File: src/rtl/sipo_pkg.sv
// Purpose : shared constants and sizing helpers for the SIPO deserializer slice.
// Latency : n/a (package only).
// Backpressure: n/a (package only).
// Contents: SIPO_DEFAULT_WIDTH (default word width), sipo_cnt_width() (bit-counter width).
package sipo_pkg;

  // Default parallel word width.
  localparam int SIPO_DEFAULT_WIDTH = 4;

  // Bit-counter width: clog2(width), never narrower than one bit.
  function automatic int sipo_cnt_width(input int width);
    int w;
    w = $clog2(width);
    return (w < 1) ? 1 : w;
  endfunction

endpackage : sipo_pkg

File: src/rtl/sipo_bit_counter.sv
// Purpose : modulo-WIDTH counter of enabled shifts with a combinational wrap pulse.
// Latency : wrap asserts combinationally in the cycle of the WIDTH-th enabled shift.
// Backpressure: none; en=0 holds the count.
// Ports   : clk, rst (sync, active-high), en (count enable), wrap (count is WIDTH-1 and en=1).
module sipo_bit_counter
  import sipo_pkg::*;
#(
  parameter int WIDTH = SIPO_DEFAULT_WIDTH
) (
  input  logic clk,
  input  logic rst,
  input  logic en,
  output logic wrap
);

  localparam int            CW   = sipo_cnt_width(WIDTH);
  localparam logic [CW-1:0] LAST = CW'(WIDTH - 1);
  localparam logic [CW-1:0] ONE  = CW'(1);

  logic [CW-1:0] r_cnt;
  logic          w_wrap;

  // Explicit compare so non-power-of-two widths wrap at WIDTH-1.
  assign w_wrap = en && (r_cnt == LAST);
  assign wrap   = w_wrap;

  always_ff @(posedge clk) begin
    if (rst) begin
      r_cnt <= '0;
    end else if (en) begin
      r_cnt <= w_wrap ? '0 : (r_cnt + ONE);
    end
  end

endmodule : sipo_bit_counter

File: src/rtl/sipo_deserializer.sv
// Purpose : MSB-first serial-in/parallel-out shift register with a frame-complete strobe.
// Latency : each bit appears on parallel one edge after sampling; valid follows the WIDTH-th bit by one edge.
// Backpressure: none; the consumer must take parallel in the valid cycle.
// Ports   : clk, rst (sync, active-high, priority over en), serial, en (shift enable),
//           parallel[WIDTH-1:0] (live shift register), valid (one-cycle frame strobe),
//           parity (only when SIPO_PARITY_EN is defined: XOR of the last complete frame).
// Option  : define SIPO_PARITY_EN to add the parity output and its register.
module sipo_deserializer
  import sipo_pkg::*;
#(
  parameter int WIDTH = SIPO_DEFAULT_WIDTH
) (
  input  logic             clk,
  input  logic             rst,
  input  logic             serial,
  input  logic             en,
  output logic [WIDTH-1:0] parallel,
  output logic             valid
`ifdef SIPO_PARITY_EN
  ,
  output logic             parity
`endif
);

  logic [WIDTH-1:0] r_sreg;
  logic             r_valid;
  logic [WIDTH-1:0] w_next;
  logic             w_wrap;

  // Next register value; on a wrap edge this is the complete frame.
  assign w_next = {r_sreg[WIDTH-2:0], serial};

  sipo_bit_counter #(
    .WIDTH (WIDTH)
  ) u_bit_counter (
    .clk  (clk),
    .rst  (rst),
    .en   (en),
    .wrap (w_wrap)
  );

  always_ff @(posedge clk) begin
    if (rst) begin
      r_sreg <= '0;
    end else if (en) begin
      r_sreg <= w_next;
    end
  end

  // w_wrap already includes en, so a hold cycle drops valid.
  always_ff @(posedge clk) begin
    if (rst) begin
      r_valid <= 1'b0;
    end else begin
      r_valid <= w_wrap;
    end
  end

  assign parallel = r_sreg;
  assign valid    = r_valid;

`ifdef SIPO_PARITY_EN
  logic r_parity;

  // Captured together with valid and held until the next frame completes.
  always_ff @(posedge clk) begin
    if (rst) begin
      r_parity <= 1'b0;
    end else if (w_wrap) begin
      r_parity <= ^w_next;
    end
  end

  assign parity = r_parity;
`endif

endmodule : sipo_deserializer

File: config.mk
export PLATFORM = sky130hd
export DESIGN_NAME = sipo_deserializer
export DESIGN_NICKNAME = d
export VERILOG_FILES = /design/src/rtl/sipo_pkg.sv /design/src/rtl/sipo_bit_counter.sv /design/src/rtl/sipo_deserializer.sv
export SDC_FILE = /design/constraint.sdc
export NUM_CORES = 1
export LEC_CHECK = 0
export ABC_AREA = 1
export BUFFER_PORTS_ARGS = -buffer_cell sky130_fd_sc_hd__clkbuf_2
export CAP_MARGIN = 10
export CORE_AREA = 2 2 39 41
export DETAILED_ROUTE_END_ITERATION = 12
export DIE_AREA = 0 0 41 43
export PLACE_DENSITY_LB_ADDON = 0.12
export SKIP_CTS_REPAIR_TIMING = 1
export SYNTH_ARGS = -nofsm -noshare
export SYNTH_HDL_FRONTEND = slang
export SYNTH_SLANG_ARGS = --single-unit
File: constraint.sdc
create_clock -name clk -period 1 [get_ports clk]
set_clock_uncertainty 0.15 [all_clocks]
set_input_delay 0.15 -clock clk [delete_from_list [all_inputs] [get_ports clk]]
set_output_delay 0.15 -clock clk [all_outputs]
set_load 0.05 [all_outputs]
==> results.md <==
- In the finished design, the share of the clock period the worst path needs comes to 104%.
- The launching element of the worst setup path is parallel[2]$_SDFFE_PP0P_.
- The run finished, with violations left.
- The type of the setup path with the least slack is register to primary output.
- The delay of the slowest cell on the worst path is 0.34 ns.
- The detail route stage leaves a number of antenna-violating nets equal to 0.
- The library cell with the highest instance count after synthesis is nor2_1.
- The worst-case reg-to-reg path depth is 4.
- Among cell families on the critical path, the largest total delay comes from flip-flops.
- The cell area after technology mapping is 256 um2.
- The buffers plus inverters on the worst setup path is 1.
- Summed over all cells, the static leakage comes to 0.205 nW.
- The data required time of the worst path is 0.70 ns.
- The peak supply drop is 0.000501 V.
- Counting flops with a built-in enable in the synthesized netlist gives 0.
- The count of yosys warnings during synthesis is 0.
- The initial antenna violation count came to 0.
- Sorting the synthesized cells by area gives the leading types as dfxtp_1 55%, nor2_1 15%, o21ai_0 9.8%, ha_1 4.9%, inv_1 4.4%.
- The total count of hold-check failures in the final report is 1.
- STA classifies the critical path startpoint as a register.
- Counting every instance in the synthesized netlist gives 32.
- The CTS tree is yes.
- The tool flagged a number of max-cap violations equal to 0.
- The number of antenna diodes in the final layout is 0.
- The area growth from synthesis to final layout is 74.6%.
- The clock reaches the later pin of the worst-skew pair after 0.25 ns.
- On the critical path, the stage with the largest delay is an instance of dfxtp_2.
- Global routing consumed, over all layers together, 7.35% of the routing resources.
- For the finished layout, the period the worst path requires is 1.04 ns.
- Along the worst hold path, the cell count comes to 3.
- The floorplan has 14 rows.
- The vias after detailed routing is 254.
- The final global-route overflow total is 0.
- The synthesized netlist net count is 37.
- The worst reg2reg path startpoint is u_bit_counter.r_cnt[1]$_SDFFE_PP0P_.
- The setup check on the worst reg-to-reg path leaves a slack of 0.04 ns.
- Cells with a size suffix above 1 make up 47.9% of the layout.
- The first-pass iteration count of the detailed router is 1.
- The CTS root buffer is clkbuf_4.
- For this run, the top clock speed supported by timing is 965 MHz.
- The sequential element share of the synthesized area is 54.6%.
- The number of buffer cells added on primary ports is 8.
- The number of filler instances in the final layout is 162.
- The worst path setup slack after routing is -0.0363 ns.
- The I/O pin count is 9.
- The initial detailed-routing violation count is 0.
- Setup repair after global routing could not meet its margin everywhere.
- The congestion estimate from routability-driven global placement came to 0.616.
- The number of library cell types mapped by synthesis is 9.
- Among all flip-flop cells after synthesis, the most frequent one is dfxtp_1.
- The dominant cell type by area after synthesis is dfxtp_1.
- The commonest cells after synthesis are 10 x nor2_1, 7 x dfxtp_1, 5 x o21ai_0, 3 x inv_1, 3 x nand2_1.
- The final setup violation count is 5.
- The count of H-tree levels built during CTS is 1.
- The die covers 1760 um2.
- For this run, design rule violations remaining after detail routing come to 0.
- The initial utilization of the core area, before any placement, comes to 18.5%.
- The pin count of the biggest net entering global routing is 9.
- The first-pass GRT wire length is 828 um.
- The number of global-route vias before repair was 230.
- The final wirelength is 591 um.
- The net total in the final layout is 54.
- The floorplan step set the die height to 43 um.
- At the pin with the least slew margin, the transition time is 0.170 ns.
- The class of the tightest hold or removal check is input pin to register.
- The final reports fail on negative hold slack, negative setup slack.
- The synthesized design contains 7 register bits.
- The post-route non-filler standard cell count is 64.
- The setup TNS is -0.141 ns.
- The count of final max-slew check failures is 0.
- The core region is 1380 um2.
- The worst hold path begins at serial.
- The die extent in x is 41 um.
- The number of placed instances with taps included is 57.
- In this run the mean area of a mapped cell was 8.02 um2.
- The type of element capturing the critical path is a primary output.
- The post-route core utilization is 32.4%.
- The number of sinks handled by clock tree synthesis is 7.
- Data arrives at the worst endpoint at 0.74 ns.
- The number of clock buffers inserted by TritonCTS is 3.
- The ratio of total power to cell area is 1580 nW/um2.
- The detail-routed net length per standard cell is 9.23 um.
- The vias per cell is 3.97.
- Clock-pin slew was measured on the worst setup and hold paths at 0.05 ns.
- The buffer levels on the longest clock path is 2.
- Summed over all nets, the half-perimeter wirelength after detailed placement is 397 um.
- Traced cell by cell, the critical path runs through buf_8.
- The critical path depth in cells is 1.
- The max-slew headroom at the worst pin is 88.6%.
- After synthesis, the share of flip-flops with an asynchronous set or reset is 0%.
- The share of synthesized area in the top cell type comes to 54.6%.
- The worst-path maximum fanout is 2.
- The post-route worst hold slack is -0.0174 ns.
- At the placement stage, the worst setup path has a slack of 0.0136 ns.
flip-flops by register name, summed over array words and instances, names as in the netlist:
register / cells
parallel: 4
valid: 1
u_bit_counter.r_cnt: 2
worst reg2reg max path, delay by kind of cell, from the launching register on:
family / cells / cell delay (ns)
AND/OR/NAND/NOR: 1 / 0.06
buffers and inverters: 1 / 0.07
flip-flops: 1 / 0.33
adder cells (fa/ha/maj): 1 / 0.16
AO/OA/AOI/OAI: 1 / 0.11
cell type report:
class / count / area (um2) / area share, %
clock buffer: 4 / 26.3 / 5.87
inverter: 4 / 15.0 / 3.35
tap: 16 / 20.0 / 4.47
timing repair buffer: 12 / 123 / 27.4
multi-input combinational: 21 / 114 / 25.4
sequential: 7 / 150 / 33.5
routing by layer:
metal,share of wire (%),global-route usage (%)
met1,42,7.79
met2,51,9.69
met3,5.4,3.14
met4,1.4,8.00
met5,0,0
cell families (layout without fill, tap and decap cells):
family,count (synthesis),count (layout),synth area share (%)
flops,7,7,54.6
fa+ha+maj,1,1,4.88
simple gates,14,14,22.9
buf+inv,4,20,5.85
compound gates,6,6,11.7
stage by stage:
stage	cell area, um2	total power, mW
2_1_floorplan	262	0.386
3_3_place_gp	329	0.416
3_5_place_dp	329	0.419
4_1_cts	355	0.681
5_1_grt	448	0.757
6_report	448	0.707
worst paths after layout:
check                                             end
hold / removal               parallel[0]$_SDFFE_PP0P_
hold reg to reg              parallel[2]$_SDFFE_PP0P_
setup / recovery                          parallel[2]
setup reg to reg  u_bit_counter.r_cnt[0]$_SDFFE_PP0P_
layout by cell type (no fill, tap or decap):
cell type	synthesis	routed
o21ai_0	5	5
dfxtp_2	0	5
clkbuf_4	0	3
inv_2	1	1
buf_8	0	5
ha_4	0	1
dfxtp_4	0	1
nor3_2	1	1
inv_1	3	3
nor2_1	10	10
dfxtp_1	7	1
dlygate4sd3_1	0	1
a21oi_1	1	1
clkbuf_2	0	3
buf_4	0	3
clkbuf_1	0	1
nand2_1	3	3
power breakdown:
| group | leakage (nW) | internal [mW] | switching [mW] |
|---|---|---|---|
| logic | 0.130 | 0.0628 | 0.0753 |
| clock network | 0.0150 | 0.152 | 0.100 |
| registers | 0.0602 | 0.300 | 0.0173 |
| total | 0.205 | 0.514 | 0.193 |
(Power assumes the default switching activity.)
